File: config.mk
export PLATFORM = sky130hd
export DESIGN_NAME = trigger_manager_flat
export DESIGN_NICKNAME = d
export VERILOG_FILES = /design/src/rtl/trigger_manager_pkg.sv /design/src/rtl/trigger_manager_if.sv /design/src/rtl/trigger_manager_sync_fifo_fwft.sv /design/src/rtl/trigger_manager.sv /design/src/flat_wrapper.sv
export SDC_FILE = /design/constraint.sdc
export NUM_CORES = 1
export LEC_CHECK = 0
export CORE_MARGIN = 4
export CORE_UTILIZATION = 40
export DETAILED_ROUTE_END_ITERATION = 8
export SLEW_MARGIN = 20
export SYNTH_ARGS = -nofsm -noshare
export SYNTH_HDL_FRONTEND = slang
export SYNTH_SLANG_ARGS = --single-unit
File: constraint.sdc
create_clock -name clock -period 13.8 [get_ports clock]
set_input_delay 1.38 -clock clock [delete_from_list [all_inputs] [get_ports clock]]
set_output_delay 1.38 -clock clock [all_outputs]
set_load 0.01 [all_outputs]
File: src/rtl/trigger_manager_pkg.sv
// Shared definitions for the trigger manager and its readout consumers.
//   DEF_*      default parameter values for the trigger manager
//   EVT_REC_W  width of one packed event record {event number, timestamp, pattern}
//   trig_state_e  accept/holdoff FSM state encoding
package trigger_manager_pkg;

  localparam int DEF_N_TRIG     = 4;
  localparam int DEF_TS_WIDTH   = 48;
  localparam int DEF_EVT_WIDTH  = 32;
  localparam int DEF_LOST_WIDTH = 16;
  localparam int DEF_HOLD_WIDTH = 8;
  localparam int DEF_FIFO_DEPTH = 8;

  // Packed record layout, MSB first: event number, timestamp, trigger pattern.
  localparam int EVT_REC_W = DEF_EVT_WIDTH + DEF_TS_WIDTH + DEF_N_TRIG;

  typedef enum logic [0:0] {
    ST_IDLE    = 1'b0,
    ST_HOLDOFF = 1'b1
  } trig_state_e;

endpackage

File: src/rtl/trigger_manager_if.sv
// Event record stream from the trigger manager to the readout.
// Handshake: the producer drives evt_valid_o and holds the record stable while
// it is high; a record is transferred on every rising clock edge where
// evt_valid_o and evt_ready_i are both 1. evt_ready_i may be high while
// evt_valid_o is low (no transfer). The producer never drops evt_valid_o
// without a transfer, except on reset or resync.
//   master: producer (trigger_manager)
//   slave : consumer (readout)
interface trigger_manager_if #(
  parameter int N_TRIG    = 4,
  parameter int TS_WIDTH  = 48,
  parameter int EVT_WIDTH = 32
);

  logic                 evt_valid_o;
  logic                 evt_ready_i;
  logic [EVT_WIDTH-1:0] evt_number_o;
  logic [TS_WIDTH-1:0]  evt_timestamp_o;
  logic [N_TRIG-1:0]    evt_pattern_o;

  modport master (
    output evt_valid_o,
    output evt_number_o,
    output evt_timestamp_o,
    output evt_pattern_o,
    input  evt_ready_i
  );

  modport slave (
    input  evt_valid_o,
    input  evt_number_o,
    input  evt_timestamp_o,
    input  evt_pattern_o,
    output evt_ready_i
  );

endinterface

File: src/rtl/trigger_manager_sync_fifo_fwft.sv
// Single-clock first-word-fall-through FIFO.
//   clock, reset_n  clock and asynchronous active-low reset
//   clear           synchronous flush (empties the FIFO)
//   push, din       write request and data; ignored when full
//   pop             read request; ignored when empty
//   dout            head entry, valid whenever empty=0 (0 when empty)
//   full, empty     occupancy flags
//   count           occupancy, 0..DEPTH
// DEPTH must be a power of two and at least 2 so the pointers wrap naturally.
module sync_fifo_fwft #(
  parameter int WIDTH = 8,
  parameter int DEPTH = 8
) (
  input  logic                     clock,
  input  logic                     reset_n,
  input  logic                     clear,
  input  logic                     push,
  input  logic [WIDTH-1:0]         din,
  input  logic                     pop,
  output logic [WIDTH-1:0]         dout,
  output logic                     full,
  output logic                     empty,
  output logic [$clog2(DEPTH):0]   count
);

  localparam int AW = $clog2(DEPTH);
  localparam int CW = AW + 1;
  localparam logic [AW-1:0] PTR_ONE = AW'(1);
  localparam logic [CW-1:0] CNT_ONE = CW'(1);
  localparam logic [CW-1:0] CNT_MAX = CW'(DEPTH);

  logic [WIDTH-1:0] mem [DEPTH];
  logic [AW-1:0]    wr_ptr;
  logic [AW-1:0]    rd_ptr;
  logic             do_push;
  logic             do_pop;

  assign full    = (count == CNT_MAX);
  assign empty   = (count == '0);
  assign do_push = push && !full && !clear;
  assign do_pop  = pop && !empty && !clear;

  // Gating the head with empty keeps dout at 0 after reset and flush
  // without having to reset the storage array.
  assign dout = empty ? '0 : mem[rd_ptr];

  always_ff @(posedge clock or negedge reset_n) begin
    if (!reset_n) begin
      wr_ptr <= '0;
      rd_ptr <= '0;
      count  <= '0;
    end else if (clear) begin
      wr_ptr <= '0;
      rd_ptr <= '0;
      count  <= '0;
    end else begin
      if (do_push) wr_ptr <= wr_ptr + PTR_ONE;
      if (do_pop)  rd_ptr <= rd_ptr + PTR_ONE;
      case ({do_push, do_pop})
        2'b10:   count <= count + CNT_ONE;
        2'b01:   count <= count - CNT_ONE;
        default: count <= count;
      endcase
    end
  end

  always_ff @(posedge clock) begin
    if (do_push) mem[wr_ptr] <= din;
  end

endmodule

File: src/rtl/trigger_manager.sv
// Multi-source trigger front end and event bookkeeper for the DRS control block.
//   clock, reset_n   clock and asynchronous active-low reset
//   resync_i         synchronous clear of timestamp, counters, FIFO and FSM
//   trig_i           trigger levels (synchronous to clock)
//   trig_mask_i      per-input enable, 1 = enabled
//   holdoff_i        dead cycles after each accepted trigger (sampled at accept)
//   busy_i           DRS busy, refuses triggers while high
//   trigger_o        one-cycle accepted-trigger pulse to the DRS
//   evt              event record stream (FWFT FIFO head), master side
//   timestamp_o      free-running timestamp
//   event_counter_o  accepted-trigger count (wraps)
//   lost_counter_o   refused-trigger count (saturates)
//   fifo_count_o     record FIFO occupancy
//   state_o          accept/holdoff FSM state
module trigger_manager
  import trigger_manager_pkg::*;
#(
  parameter int N_TRIG     = DEF_N_TRIG,
  parameter int TS_WIDTH   = DEF_TS_WIDTH,
  parameter int EVT_WIDTH  = DEF_EVT_WIDTH,
  parameter int LOST_WIDTH = DEF_LOST_WIDTH,
  parameter int HOLD_WIDTH = DEF_HOLD_WIDTH,
  parameter int FIFO_DEPTH = DEF_FIFO_DEPTH
) (
  input  logic                        clock,
  input  logic                        reset_n,
  input  logic                        resync_i,
  input  logic [N_TRIG-1:0]           trig_i,
  input  logic [N_TRIG-1:0]           trig_mask_i,
  input  logic [HOLD_WIDTH-1:0]       holdoff_i,
  input  logic                        busy_i,
  output logic                        trigger_o,
  trigger_manager_if.master           evt,
  output logic [TS_WIDTH-1:0]         timestamp_o,
  output logic [EVT_WIDTH-1:0]        event_counter_o,
  output logic [LOST_WIDTH-1:0]       lost_counter_o,
  output logic [$clog2(FIFO_DEPTH):0] fifo_count_o,
  output trig_state_e                 state_o
);

  localparam int REC_W = EVT_WIDTH + TS_WIDTH + N_TRIG;
  localparam logic [TS_WIDTH-1:0]   TS_ONE   = TS_WIDTH'(1);
  localparam logic [EVT_WIDTH-1:0]  EVT_ONE  = EVT_WIDTH'(1);
  localparam logic [LOST_WIDTH-1:0] LOST_ONE = LOST_WIDTH'(1);
  localparam logic [HOLD_WIDTH-1:0] HOLD_ONE = HOLD_WIDTH'(1);

  trig_state_e           state;
  logic [HOLD_WIDTH-1:0] hold_cnt;
  logic [N_TRIG-1:0]     trig_r;
  logic [N_TRIG-1:0]     edge_v;
  logic                  any_edge;
  logic                  accept;
  logic                  lost_hit;
  logic                  fifo_full;
  logic                  fifo_empty;
  logic                  fifo_pop;
  logic [REC_W-1:0]      rec_in;
  logic [REC_W-1:0]      rec_out;

  // Rising edges on enabled inputs only; a held-high input fires once.
  assign edge_v   = trig_i & ~trig_r & trig_mask_i;
  assign any_edge = |edge_v;

  // Full is evaluated before any same-cycle pop: a pop does not make room
  // for a trigger arriving in the same cycle.
  assign accept   = any_edge && (state == ST_IDLE) && !busy_i && !fifo_full && !resync_i;
  assign lost_hit = any_edge && !accept && !resync_i;

  // Record carries the pre-increment event number and the detection-cycle timestamp.
  assign rec_in   = {event_counter_o, timestamp_o, edge_v};
  assign fifo_pop = evt.evt_valid_o && evt.evt_ready_i;

  sync_fifo_fwft #(
    .WIDTH (REC_W),
    .DEPTH (FIFO_DEPTH)
  ) u_fifo (
    .clock   (clock),
    .reset_n (reset_n),
    .clear   (resync_i),
    .push    (accept),
    .din     (rec_in),
    .pop     (fifo_pop),
    .dout    (rec_out),
    .full    (fifo_full),
    .empty   (fifo_empty),
    .count   (fifo_count_o)
  );

  assign evt.evt_valid_o     = !fifo_empty;
  assign evt.evt_number_o    = rec_out[REC_W-1 -: EVT_WIDTH];
  assign evt.evt_timestamp_o = rec_out[N_TRIG +: TS_WIDTH];
  assign evt.evt_pattern_o   = rec_out[N_TRIG-1:0];

  assign state_o = state;

  // Timestamp, edge history and event/lost counters.
  always_ff @(posedge clock or negedge reset_n) begin
    if (!reset_n) begin
      trig_r          <= '0;
      timestamp_o     <= '0;
      event_counter_o <= '0;
      lost_counter_o  <= '0;
    end else begin
      trig_r <= trig_i;
      if (resync_i) begin
        timestamp_o     <= '0;
        event_counter_o <= '0;
        lost_counter_o  <= '0;
      end else begin
        timestamp_o <= timestamp_o + TS_ONE;
        if (accept) event_counter_o <= event_counter_o + EVT_ONE;
        if (lost_hit && (lost_counter_o != '1)) lost_counter_o <= lost_counter_o + LOST_ONE;
      end
    end
  end

  // Accept/holdoff FSM. holdoff_i is captured only at accept; a zero holdoff
  // keeps the FSM in IDLE so consecutive-cycle accepts are possible.
  always_ff @(posedge clock or negedge reset_n) begin
    if (!reset_n) begin
      state     <= ST_IDLE;
      hold_cnt  <= '0;
      trigger_o <= 1'b0;
    end else if (resync_i) begin
      state     <= ST_IDLE;
      hold_cnt  <= '0;
      trigger_o <= 1'b0;
    end else begin
      trigger_o <= accept;
      case (state)
        ST_IDLE: begin
          if (accept && (holdoff_i != '0)) begin
            state    <= ST_HOLDOFF;
            hold_cnt <= holdoff_i;
          end
        end
        ST_HOLDOFF: begin
          if (hold_cnt <= HOLD_ONE) begin
            state    <= ST_IDLE;
            hold_cnt <= '0;
          end else begin
            hold_cnt <= hold_cnt - HOLD_ONE;
          end
        end
        default: begin
          state    <= ST_IDLE;
          hold_cnt <= '0;
        end
      endcase
    end
  end

endmodule

File: src/flat_wrapper.sv
// flat-port wrapper written by rule: the top's interface ports become plain ports
module trigger_manager_flat import trigger_manager_pkg::*;
#(
  parameter int N_TRIG     = DEF_N_TRIG,
  parameter int TS_WIDTH   = DEF_TS_WIDTH,
  parameter int EVT_WIDTH  = DEF_EVT_WIDTH,
  parameter int LOST_WIDTH = DEF_LOST_WIDTH,
  parameter int HOLD_WIDTH = DEF_HOLD_WIDTH,
  parameter int FIFO_DEPTH = DEF_FIFO_DEPTH
)
  (clock, reset_n, resync_i, trig_i, trig_mask_i, holdoff_i, busy_i, trigger_o, timestamp_o, event_counter_o, lost_counter_o, fifo_count_o, state_o, evt_evt_valid_o, evt_evt_number_o, evt_evt_timestamp_o, evt_evt_pattern_o, evt_evt_ready_i);
  trigger_manager_if #(.N_TRIG(N_TRIG), .TS_WIDTH(TS_WIDTH), .EVT_WIDTH(EVT_WIDTH)) evt_i ();
  input  logic clock;
  input  logic reset_n;
  input  logic resync_i;
  input  logic [N_TRIG-1:0] trig_i;
  input  logic [N_TRIG-1:0] trig_mask_i;
  input  logic [HOLD_WIDTH-1:0] holdoff_i;
  input  logic busy_i;
  output logic trigger_o;
  output logic [TS_WIDTH-1:0] timestamp_o;
  output logic [EVT_WIDTH-1:0] event_counter_o;
  output logic [LOST_WIDTH-1:0] lost_counter_o;
  output logic [$clog2(FIFO_DEPTH):0] fifo_count_o;
  output trig_state_e state_o;
  output wire logic [$bits(evt_i.evt_valid_o)-1:0] evt_evt_valid_o;
  output wire logic [$bits(evt_i.evt_number_o)-1:0] evt_evt_number_o;
  output wire logic [$bits(evt_i.evt_timestamp_o)-1:0] evt_evt_timestamp_o;
  output wire logic [$bits(evt_i.evt_pattern_o)-1:0] evt_evt_pattern_o;
  input wire logic [$bits(evt_i.evt_ready_i)-1:0] evt_evt_ready_i;
  assign evt_evt_valid_o = evt_i.evt_valid_o;
  assign evt_evt_number_o = evt_i.evt_number_o;
  assign evt_evt_timestamp_o = evt_i.evt_timestamp_o;
  assign evt_evt_pattern_o = evt_i.evt_pattern_o;
  assign evt_i.evt_ready_i = evt_evt_ready_i;
  trigger_manager #(.N_TRIG(N_TRIG), .TS_WIDTH(TS_WIDTH), .EVT_WIDTH(EVT_WIDTH), .LOST_WIDTH(LOST_WIDTH), .HOLD_WIDTH(HOLD_WIDTH), .FIFO_DEPTH(FIFO_DEPTH)) u_core (.clock(clock), .reset_n(reset_n), .resync_i(resync_i), .trig_i(trig_i), .trig_mask_i(trig_mask_i), .holdoff_i(holdoff_i), .busy_i(busy_i), .trigger_o(trigger_o), .evt(evt_i), .timestamp_o(timestamp_o), .event_counter_o(event_counter_o), .lost_counter_o(lost_counter_o), .fifo_count_o(fifo_count_o), .state_o(state_o));
endmodule
# Yosys cells after proc, flatten, opt, wreduce, memory -nomap -nowiden
# Memories as Yosys holds them, arrays and structs flattened.
# Cells that the tools add are included.
word_totals:
  regBits: 120
  ramBits: 672
  wordCells: 78
  mem_count: 1
classes:
  addsub: 8
  n_lt_le_gt_ge: 1
  eq_ne: 5
  mux: 23
  bitwise: 4
  reduce_logical: 26
mem_list:
  columns: ["name", "depth", "word_bits", "rd", "rd_ports_with_merged_regs", "wr", "line_no", "text"]
  rows:
  - ["u_core.u_fifo.mem", 8, 84, 1, 0, 1, "trigger_manager_sync_fifo_fwft.sv:32", "logic [WIDTH-1:0] mem [DEPTH];"]
op_table:
  columns: ["op", "count"]
  rows:
  - ["$mux 84", 1]
  - ["$mux 32", 2]
  - ["$add 48x1->48 const B", 1]
  - ["$mux 48", 1]
  - ["$add 32x1->32 const B", 1]
  - ["$mux 16", 2]
  - ["$mux 8", 3]
  - ["$add 16x1->16 const B", 1]
  - ["$ne 16x16->1 const B", 1]
  - ["$pmux 8 s2", 1]
  - ["$logic_and 1x1->1", 13]
  - ["$mux 3", 4]
  - ["$and 4x4->4", 2]
  - ["$le 8x1->1 const B", 1]
  - ["$pmux 4 s2", 1]
  - ["$reduce_bool 2->1", 4]
  - ["$reduce_bool 8->1", 1]
  - ["$sub 8x1->8 const B", 1]
  - ["$add 3x1->3 const B", 2]
  - ["$mux 1", 6]
  - ["$logic_not 1->1", 5]
  - ["$add 4x1->4 const B", 1]
  - ["$eq 4x4->1 const B", 1]
  - ["$logic_not 4->1", 1]
  - ["10 further kinds", 10]

# Depth between registers and ports, before layout
# Gate-level depths: netlist (run 1).
logic_depth:
  word_depth: 14
  depth_mapped: 10

# Modules after synthesis
# From an unflattened synthesis (run 1), not the netlist that was laid out.
hier_totals:
  hier_cells: 1771
  hier_area_um2: 31893.1
modules_own_cells:
  columns: ["module", "n_inst", "cells_per_inst", "area_each_um2"]
  rows:
  - ["sync_fifo_fwft", 1, 1150, 26095.0]
  - ["trigger_manager", 1, 621, 5798.1]

# Worst setup path after synthesis (run 1)
# Ideal clock, no wire load.
synth_timing:
  path_kind: "input -> register"
  from: "in trig_mask_i[1]"
  to: "mem u_core.u_fifo.mem[0][0] (netlist bit) (enable)"
  arrival_ns: 10.894
  required_ns: 13.037
  slack_ns: 2.143
  stages: 5
  path_buffers: 1
  cell_sequence: "and3b_1 > or4_1 > clkbuf_1 > nand2_1 > nor4b_1"
synth_via:
  elab_chain_len: 10
synth_lines:
  columns: ["item", "line_no", "text"]
  rows:
  - ["from (decl)", "flat_wrapper.sv:17", "input logic [N_TRIG-1:0] trig_mask_i;"]
  - ["$and 4x4->4", "trigger_manager.sv:61", "assign edge_v = trig_i & ~trig_r & trig_mask_i;"]
  - ["$reduce_or 4->1", "trigger_manager.sv:62", "assign any_edge = |edge_v;"]
  - ["$logic_and 1x1->1 (4 in a row)", "trigger_manager.sv:66", "assign accept = any_edge && (state == ST_IDLE) && !busy_i && !fifo_full && !resync_i;"]
  - ["$logic_and 1x1->1 (2 in a row)", "trigger_manager_sync_fifo_fwft.sv:40", "assign do_push = push && !full && !clear;"]
  - ["$mux 1", "trigger_manager_sync_fifo_fwft.sv:68", "if (do_push) mem[wr_ptr] <= din;"]
  - ["$mux 1 (not written as such)", "trigger_manager_sync_fifo_fwft.sv:68", null]
  - ["to (decl)", "trigger_manager_sync_fifo_fwft.sv:32", null]
# Every way passes these cells.

# Worst setup path in the final report (run 1)
layout_timing:
  from: "reg u_core.u_fifo.rd_ptr[0]"
  to: "out evt_evt_timestamp_o[44]"
layout_via:
  elab_chain_len: 2
layout_lines:
  columns: ["item", "line_no", "text"]
  rows:
  - ["from (decl)", "trigger_manager_sync_fifo_fwft.sv:34", "logic [AW-1:0] rd_ptr;"]
  - ["from (signal assigned)", "trigger_manager_sync_fifo_fwft.sv:58", "if (do_pop) rd_ptr <= rd_ptr + PTR_ONE;"]
  - ["$mem_v2 8x84", null, null]
  - ["$mux 84", "trigger_manager_sync_fifo_fwft.sv:45", "assign dout = empty ? '0 : mem[rd_ptr];"]
  - ["to (decl)", "flat_wrapper.sv:28", "output wire logic [$bits(evt_i.evt_timestamp_o)-1:0] evt_evt_timestamp_o;"]
# Every way passes these cells.

==> impl_metrics.yaml, run 1 <==
run_status:
  status: "completed"
synth:
  synth_edf_count: 672
  syn_inst: 1764
  avgSynthCellArea_um2: 18.0
  yosys-top-cells-area: "edfxtp_1, mux4_2, dfrtp_1"
  ys_top_cells_by_count: "edfxtp_1, mux4_2, nor2_1"
  synth_fp_nets: 1794
  yosysUniqueCellTypes: 54
  seq_area_frac_synth_pct: 73.0
  synth-main-ff-cell: "edfxtp_1"
  ys_ff_latch: 792
  netlist_area_um2: 31800
  synth_area_leader_cell: "edfxtp_1"
  yosysMostFrequentCell: "edfxtp_1"
  yosys_warnings: 0
  synth_top_area_share_pct: 63.6
  async_reset_ff_share_pct: 15.2
timing:
  timing.fmax_ghz: 0.181
  slew_headroom_pct: 31.9
  fin_skew_ns: 0.0240
  setup_viol: 0
  whs_ns: 0.584
  final.setup.worst_slack_ns: 8.28
  fin_crit_sh_pct: 40.0
  min_period_ns: 5.52
  hold_violations: 0
  worst_pin_slew_ns: 1.02
  drv_slew: 0
  tns_ns: 0
  rsz0062_at_grt: "false"
layout:
  seqCellArea_um2: 23200
  fin_util_pct: 47.9
  nNetsFinal: 2028
  multiInputGateArea_um2: 8230
  area_growth_pct: 19.0
  drive_gt1_share_pct: 16.7
  fin_area_um2: 37800
  fillCellCount: 6607
cts:
  cts_setup_buffers: 0
  ctsResizeCount: 0
  cts_buffers: 85
  clock-sinks: 792
  h-tree-depth: 3
  clk_pin_slew_ns: 0.06
  cts_tree: "yes"
  clock_path_buffers: 3
  clock_latency_ns: 0.63
  ctsHoldBuffers: 0
  clock-root-buffer: "clkbuf_16"
worst_setup_path:
  r2r_slack_ns: 9.88
  critical_path.startpoint_type: "register"
  end_kind: "primary output"
  critPathArrivalTime_ns: 4.14
  path_class: "register to primary output"
  critPathMaxFanout: 103
  cp.required_ns: 12.42
pwr:
  powerDensity_nw_per_um2: 168
  ir_drop_uv: 114
  p_leak_uw: 0.0117
place:
  post_dp_cell_area_um2: 35100
  io_buffers: 207
  place_ws_ns: 8.41
  gp_congestion: 0.791
  hpwl_mm: 44.2
global_route:
  grt_pass1_vias: 18200
  grt_overflow: 0
  grt_pass1_wl_mm: 116
  grt_start_max_net_pins: 104
  grt_antenna_before_repair: 4
  gr-usage-all-layers_pct: 18.6
die:
  core-area_um2: 78900
  die_h_um: 290
  die_area_um2: 84000
  io_pins: 208
  initial_core_util_pct: 40.3
  rows: 103
  die_x_um: 290
routing:
  viasPerCell: 5.52
  via_count: 17200
  first_pass_iters: 5
  postRouteAntennaNets: 0
  drcViolationCount: 0
  wl_per_cell_um: 24.7
  drtIter0Drc: 1168
  routed_wl_mm: 77.2
hold_path:
  hold_path_class: "register to register"
job:
  maxCapViolations: 0
final cells by class:
class,count,area share (%)
Clock buffer,108,6.05
Timing Repair Buffer,237,6.13
Antenna cell,2,0.0132
Sequential cell,792,61.4
Multi-Input combinational cell,866,21.8
Tap cell,1050,3.48
Clock inverter,47,1.03
Inverter,16,0.159
logic make-up (layout without fill, tap and decap cells):
| family | Yosys count | after routing | synth area share [%] |
|---|---|---|---|
| flops | 792 | 792 | 73.0 |
| buf+inv | 106 | 408 | 1.27 |
| mux | 263 | 263 | 14.9 |
| simple gates | 426 | 426 | 6.74 |
| fa+ha+maj | 9 | 9 | 0.355 |
| other cells | 0 | 2 | 0 |
| compound gates | 109 | 109 | 2.08 |
| xor+xnor | 59 | 59 | 1.63 |
worst paths after layout:
check / cells after the start / to / start
setup / recovery: 6 / evt_evt_timestamp_o[44] / u_core.u_fifo.rd_ptr[0]
hold / removal: 2 / u_core.lost_counter_o[10] / u_core.lost_counter_o[10]
setup reg to reg: 7 / u_core.u_fifo.mem[2][82] / u_core.state_o
hold reg to reg: 2 / u_core.lost_counter_o[10] / u_core.lost_counter_o[10]
max in group asynchronous: 2 / u_core.u_fifo.rd_ptr[0] / reset_n
min in group asynchronous: 1 / u_core.trig_r[2] / reset_n
report_power, final:
part | internal (µW) | switching, µW
sequential | 2610 | 61.1
clock | 1270 | 915
combinational | 749 | 734
total | 4630 | 1710
through the flow:
stage | cells | power [µW]
2_1_floorplan | 1764 | 3580
3_3_place_gp | 2961 | 4240
3_5_place_dp | 2961 | 4240
4_1_cts | 3116 | 6440
5_1_grt | 3116 | 6630
6_report | 3118 | 6340
layer usage:
metal | vias up | wire [µm] | track usage, %
met5 | - | 21 | 0
met4 | 4 | 2130 | 6.12
met3 | 116 | 4440 | 3.73
met2 | 475 | 37800 | 30.8
met1 | 9119 | 32800 | 24.8
li1 | 7508 | - | -
critical path: stages, from the launching register on:
cell	delay [ns]
dfrtp_4	0.68
buf_12	0.73
buf_6	0.68
mux4_2	0.58
mux2i_1	0.23
nor2_1	0.07
clkdlybuf4s50_1	0.50
flip-flops by register name, summed over array words and instances (netlist names):
name,cells
u_core.u_fifo.mem,672
u_core.timestamp_o,48
u_core.event_counter_o,32
u_core.lost_counter_o,16
u_core.hold_cnt,8
u_core.trig_r,4
u_core.u_fifo.count,4
u_core.u_fifo.rd_ptr,3
u_core.u_fifo.wr_ptr,3
u_core.state_o,1
u_core.trigger_o,1
placed cells by master (no fill, tap or decap), types with 39 or more instances in the layout:
cell             count
mux4_2             168
edfxtp_1           672
clkdlybuf4s50_1    205
dfrtp_1            117
a21oi_1             44
xnor2_1             39
nor2_1             166
clkbuf_16           88
nand2_1             53
mux2i_1             92
Power figures use the tool's default switching activity.
==> inputs of run 2 (changes only) <==
==> constraint.sdc (replaced) <==
create_clock -name clock -period 4.5 [get_ports clock]
set_input_delay 0.45 -clock clock [delete_from_list [all_inputs] [get_ports clock]]
set_output_delay 0.45 -clock clock [all_outputs]
set_load 0.01 [all_outputs]
==> impl_metrics.yaml, run 2 (synthesized netlist as in run 1, its figures left out) <==
global_route:
  grt_pass1_vias: 17400
  gr-usage-all-layers_pct: 18.0
  grt_start_max_net_pins: 89
  grt_pass1_wl_mm: 113
  grt_antenna_before_repair: 1
  grt_overflow: 0
die:
  initial_core_util_pct: 40.3
  die_area_um2: 84000
  die_h_um: 290
  rows: 103
  io_pins: 208
  die_x_um: 290
  core-area_um2: 78900
pwr:
  ir_drop_uv: 320
  powerDensity_nw_per_um2: 511
  p_leak_uw: 0.0117
routing:
  drcViolationCount: 0
  wl_per_cell_um: 24.0
  drtIter0Drc: 1231
  routed_wl_mm: 75.0
  viasPerCell: 5.46
  postRouteAntennaNets: 0
  via_count: 17100
  first_pass_iters: 4
timing:
  drv_slew: 0
  setup_viol: 0
  final.setup.worst_slack_ns: 0.692
  slew_headroom_pct: 31.2
  min_period_ns: 3.81
  fin_skew_ns: 0.0317
  timing.fmax_ghz: 0.263
  rsz0062_at_grt: "false"
  hold_violations: 0
  worst_pin_slew_ns: 1.02
  fin_crit_sh_pct: 84.6
layout:
  fin_util_pct: 48.2
  n_antenna_cell: 0
  area_growth_pct: 19.7
  fillCellCount: 6557
  drive_gt1_share_pct: 17.5
  largest_reg_flops: 672
  fin_area_um2: 38000
  layout_common_cells: "edfxtp_1, clkdlybuf4s50_1, mux4_2"
  regMostFlops: "u_core.u_fifo.mem"
  top_regs: "u_core.u_fifo.mem: 672 flops, u_core.timestamp_o: 48 flops, u_core.event_counter_o: 32 flops"
  layout_commonest_cell: "edfxtp_1"
  nNetsFinal: 2042
worst_setup_path:
  slowest_stage: "dfrtp_4"
  cp_cell_sequence: "buf_12, buf_4, mux4_2, mux2i_1, nor2_1, clkdlybuf4s50_1"
  critPathMaxStageDelay_ns: 0.86
  end_kind: "primary output"
  path_class: "register to primary output"
  critPathArrivalTime_ns: 3.36
  cp.required_ns: 4.05
  r2r_slack_ns: 1.31
  critPathMaxFanout: 29
  critical_path.startpoint_type: "register"
cts:
  cts_tree: "yes"
  clock-root-buffer: "clkbuf_16"
  cts_buffers: 83
  clock_latency_ns: 0.62
  clock_path_buffers: 3
  clk_pin_slew_ns: 0.06
  cts_setup_buffers: 0
  clock-sinks: 792
  h-tree-depth: 3
job:
  maxCapViolations: 0
run_status:
  status: "completed"
place:
  io_buffers: 207
  hpwl_mm: 44.8
  post_dp_cell_area_um2: 35400
  gp_congestion: 0.768
  place_ws_ns: 1.07
hold_path:
  hold_path_class: "input pin to register"
-- run 2: cell count changes in the layout (fill, tap and decap cells not counted), sizes merged --
cell,before,now
buf,32,47
clkinv,36,21
clkinvlp,3,9
diode,2,0
bufinv,5,6
clkbuf,108,107
dlygate4sd3,0,1
inv,19,18
-- run 2: final cells by class --
| type | count | area (µm²) | share of cell area [%] |
|---|---|---|---|
| multi-input combinational | 866 | 8280 | 21.8 |
| clock inverter | 38 | 375 | 0.987 |
| sequential | 792 | 23200 | 61.0 |
| timing repair buffer | 253 | 2570 | 6.76 |
| tap | 1050 | 1310 | 3.46 |
| inverter | 16 | 60.1 | 0.158 |
| clock buffer | 107 | 2220 | 5.84 |
-- run 2: worst max-delay path: cells and delay by family, from the launching register on --
kind	cells	cell delay, ns
buffers and inverters	3	1.05
flip-flops	1	0.86
multiplexers	2	0.67
AND/OR/NAND/NOR	1	0.13
-- run 2: stage by stage --
step / TNS [ns] / std cells / hold WS, ns / power (µW)
global route: 0 / 3122 / 0.273 / 20300
finish: 0 / 3122 / 0.295 / 19400
CTS: 0 / 3122 / 0.255 / 19700
floorplan: -361.36 / 1764 / 0.154 / 11000
global placement: 0 / 2976 / 0.567 / 13100
detailed placement: 0 / 2976 / 0.574 / 13100
-- run 2: worst paths after layout --
kind / cells past startpoint / startpoint / to
min in group asynchronous: 2 / reset_n / u_core.trig_r[1]
hold reg to reg: 2 / u_core.lost_counter_o[15] / u_core.lost_counter_o[15]
hold / removal: 1 / trig_i[3] / u_core.trig_r[3]
max in group asynchronous: 3 / reset_n / u_core.timestamp_o[35]
setup reg to reg: 8 / u_core.u_fifo.count[1] / u_core.u_fifo.count[3]
setup / recovery: 6 / u_core.u_fifo.rd_ptr[0] / evt_evt_number_o[0]
-- run 2: metal layers --
layer / GRT usage [%] / wire, µm
met5: 0 / 13
met4: 4.39 / 1320
met3: 3.60 / 4270
met2: 29.8 / 37500
met1: 24.7 / 32000
-- run 2: what timing repair did --
| action | CTS | global route |
|---|---|---|
| hold buffers | 1 | 0 |
| gates resized for setup | 0 | 0 |
| endpoints found under the hold margin | 70 | 0 |
-- run 2: where the power goes --
group          total, µW  switching, µW  leakage (µW)  internal [µW]
Clock               6570           2740       0.00124           3820
Sequential          8220            217       0.00748           8000
Combinational       4630           2260       0.00301           2370
Total              19400           5220        0.0117          14200
==> inputs of run 3 (changes only) <==
==> constraint.sdc (replaced) <==
create_clock -name clock -period 3.7 [get_ports clock]
set_input_delay 0.37 -clock clock [delete_from_list [all_inputs] [get_ports clock]]
set_output_delay 0.37 -clock clock [all_outputs]
set_load 0.01 [all_outputs]
==> impl_metrics.yaml, run 3 (synthesized netlist as in run 1, its figures left out) <==
layout:
  area_growth_pct: 20.6
  layout_commonest_cell: "edfxtp_1"
  top_regs: "u_core.u_fifo.mem: 672 flops, u_core.timestamp_o: 48 flops, u_core.event_counter_o: 32 flops"
  n_antenna_cell: 0
  regMostFlops: "u_core.u_fifo.mem"
  fin_util_pct: 48.5
  layoutNonFillerInstCount: 3146
  drive_gt1_share_pct: 18.1
  fillCellCount: 6594
  layout_common_cells: "edfxtp_1, clkdlybuf4s50_1, mux4_2"
  largest_reg_flops: 672
  nNetsFinal: 2057
timing:
  fin_crit_sh_pct: 94.7
  whs_ns: 0.206
  min_period_ns: 3.50
  rsz0062_at_grt: "false"
  drv_slew: 0
  fin_skew_ns: 0.0233
  slew_headroom_pct: 37.4
  timing.fmax_ghz: 0.285
  worst_pin_slew_ns: 0.939
  setup_viol: 0
  hold_violations: 0
pwr:
  power_frac_clock_pct: 33.2
  finalPower_uw: 23500
  p_leak_uw: 0.0119
  sw_frac_of_total_pct: 27.2
  switchingPower_uw: 6390
  power_frac_comb_pct: 24.6
  ir_drop_uv: 751
  power.share.sequential_pct: 42.2
  powerDensity_nw_per_um2: 614
  p_int_uw: 17100
global_route:
  grt_pass1_wl_mm: 114
  grt_antenna_before_repair: 1
  grt_pass1_vias: 17800
  grt_start_max_net_pins: 90
  gr-usage-all-layers_pct: 18.1
  grt_overflow: 0
die:
  die_area_um2: 84000
  core-area_um2: 78900
  initial_core_util_pct: 40.3
  die_x_um: 290
  io_pins: 208
  die_h_um: 290
  rows: 103
place:
  place_inst: 2990
  gp_congestion: 0.782
  hpwl_mm: 44.8
  io_buffers: 207
worst_setup_path:
  critPathTopFamily: "buffers and inverters"
  path_class: "register to primary output"
  crit_buf_inv: 2
  critical_path_depth: 5
  critical_path.startpoint_type: "register"
  critPathMaxFanout: 22
  worstRegToRegCells: 8
  critPathMaxStageDelay_ns: 0.65
  slowest_stage: "dfrtp_4"
  end_kind: "primary output"
  cp.required_ns: 3.33
  critPathArrivalTime_ns: 3.13
  cp_cell_sequence: "buf_4, mux4_2, mux2i_1, nor2_1, clkdlybuf4s50_1"
routing:
  drcViolationCount: 0
  postRouteAntennaNets: 0
  first_pass_iters: 5
  drtIter0Drc: 1325
  via_count: 17200
  routed_wl_mm: 75.5
  wl_per_cell_um: 24.0
  viasPerCell: 5.48
job:
  maxCapViolations: 0
cts:
  clock_path_buffers: 3
  cts_tree: "yes"
  clk_pin_slew_ns: 0.06
  clock_latency_ns: 0.63
  ctsResizeCount: 0
  clock-root-buffer: "clkbuf_16"
  h-tree-depth: 3
  cts_buffers: 84
  clock-sinks: 792
hold_path:
  holdPathStages: 1
  hold_path_class: "input pin to register"
run_status:
  status: "completed"
## run 3: cell types whose count changed in the layout (fill, tap and decap cells not counted), moves of 7 or more
cell	change
buf_12	+12
clkbuf_1	+7
clkinv_1	+9
clkinvlp_4	-7
## run 3: power groups by stage
stage / registers, µW / logic, µW / clock network, µW
after floorplan: 10000 / 3380 / 0
after global placement: 10100 / 5940 / 0
after detailed placement: 10100 / 5950 / 0
after CTS: 9910 / 5970 / 8000
after global routing: 9930 / 6280 / 8390
final: 9910 / 5780 / 7800
## run 3: routing by layer
layer	up-vias	routed length (µm)	GRT usage, %
met2	450	37300	30.0
met4	0	1180	3.95
met3	82	4430	3.68
li1	7574	-	-
met5	-	0	0
met1	9122	32600	25.0
## run 3: what timing repair did
item | CTS | global route
setup endpoints to repair | 0 | 0
endpoints found under the hold margin | 88 | 0
hold buffers | 1 | 0
setup buffers | 0 | 0
## run 3: metrics by stage
stage	setup TNS (ns)	area (µm²)	setup WS [ns]
floorplan	-135.22	32000	-0.640
global placement	0	35700	0.647
detailed placement	0	35700	0.482
CTS	0	38300	0.101
global route	0	38300	0.0130
finish	0	38300	0.197
## run 3: final timing paths
kind                                                 from                   endpoint  slack [ns]
worst max-delay path              u_core.u_fifo.rd_ptr[0]    evt_evt_timestamp_o[22]        0.20
worst min-delay path                            trig_i[0]           u_core.trig_r[0]        0.21
worst max register to register     u_core.u_fifo.count[0]     u_core.u_fifo.count[3]        0.60
worst min register to register  u_core.lost_counter_o[10]  u_core.lost_counter_o[10]        0.58
max in group asynchronous                         reset_n    u_core.u_fifo.rd_ptr[2]        2.19
min in group asynchronous                         reset_n     u_core.timestamp_o[12]        0.42
## run 3: final cells by class
class	instances	area (µm²)	area share, %
Clock buffer	115	2270	5.93
Clock inverter	40	275	0.719
Inverter	16	60.1	0.157
Multi-Input combinational cell	866	8350	21.8
Sequential cell	792	23200	60.6
Tap cell	1050	1310	3.43
Timing Repair Buffer	267	2820	7.38
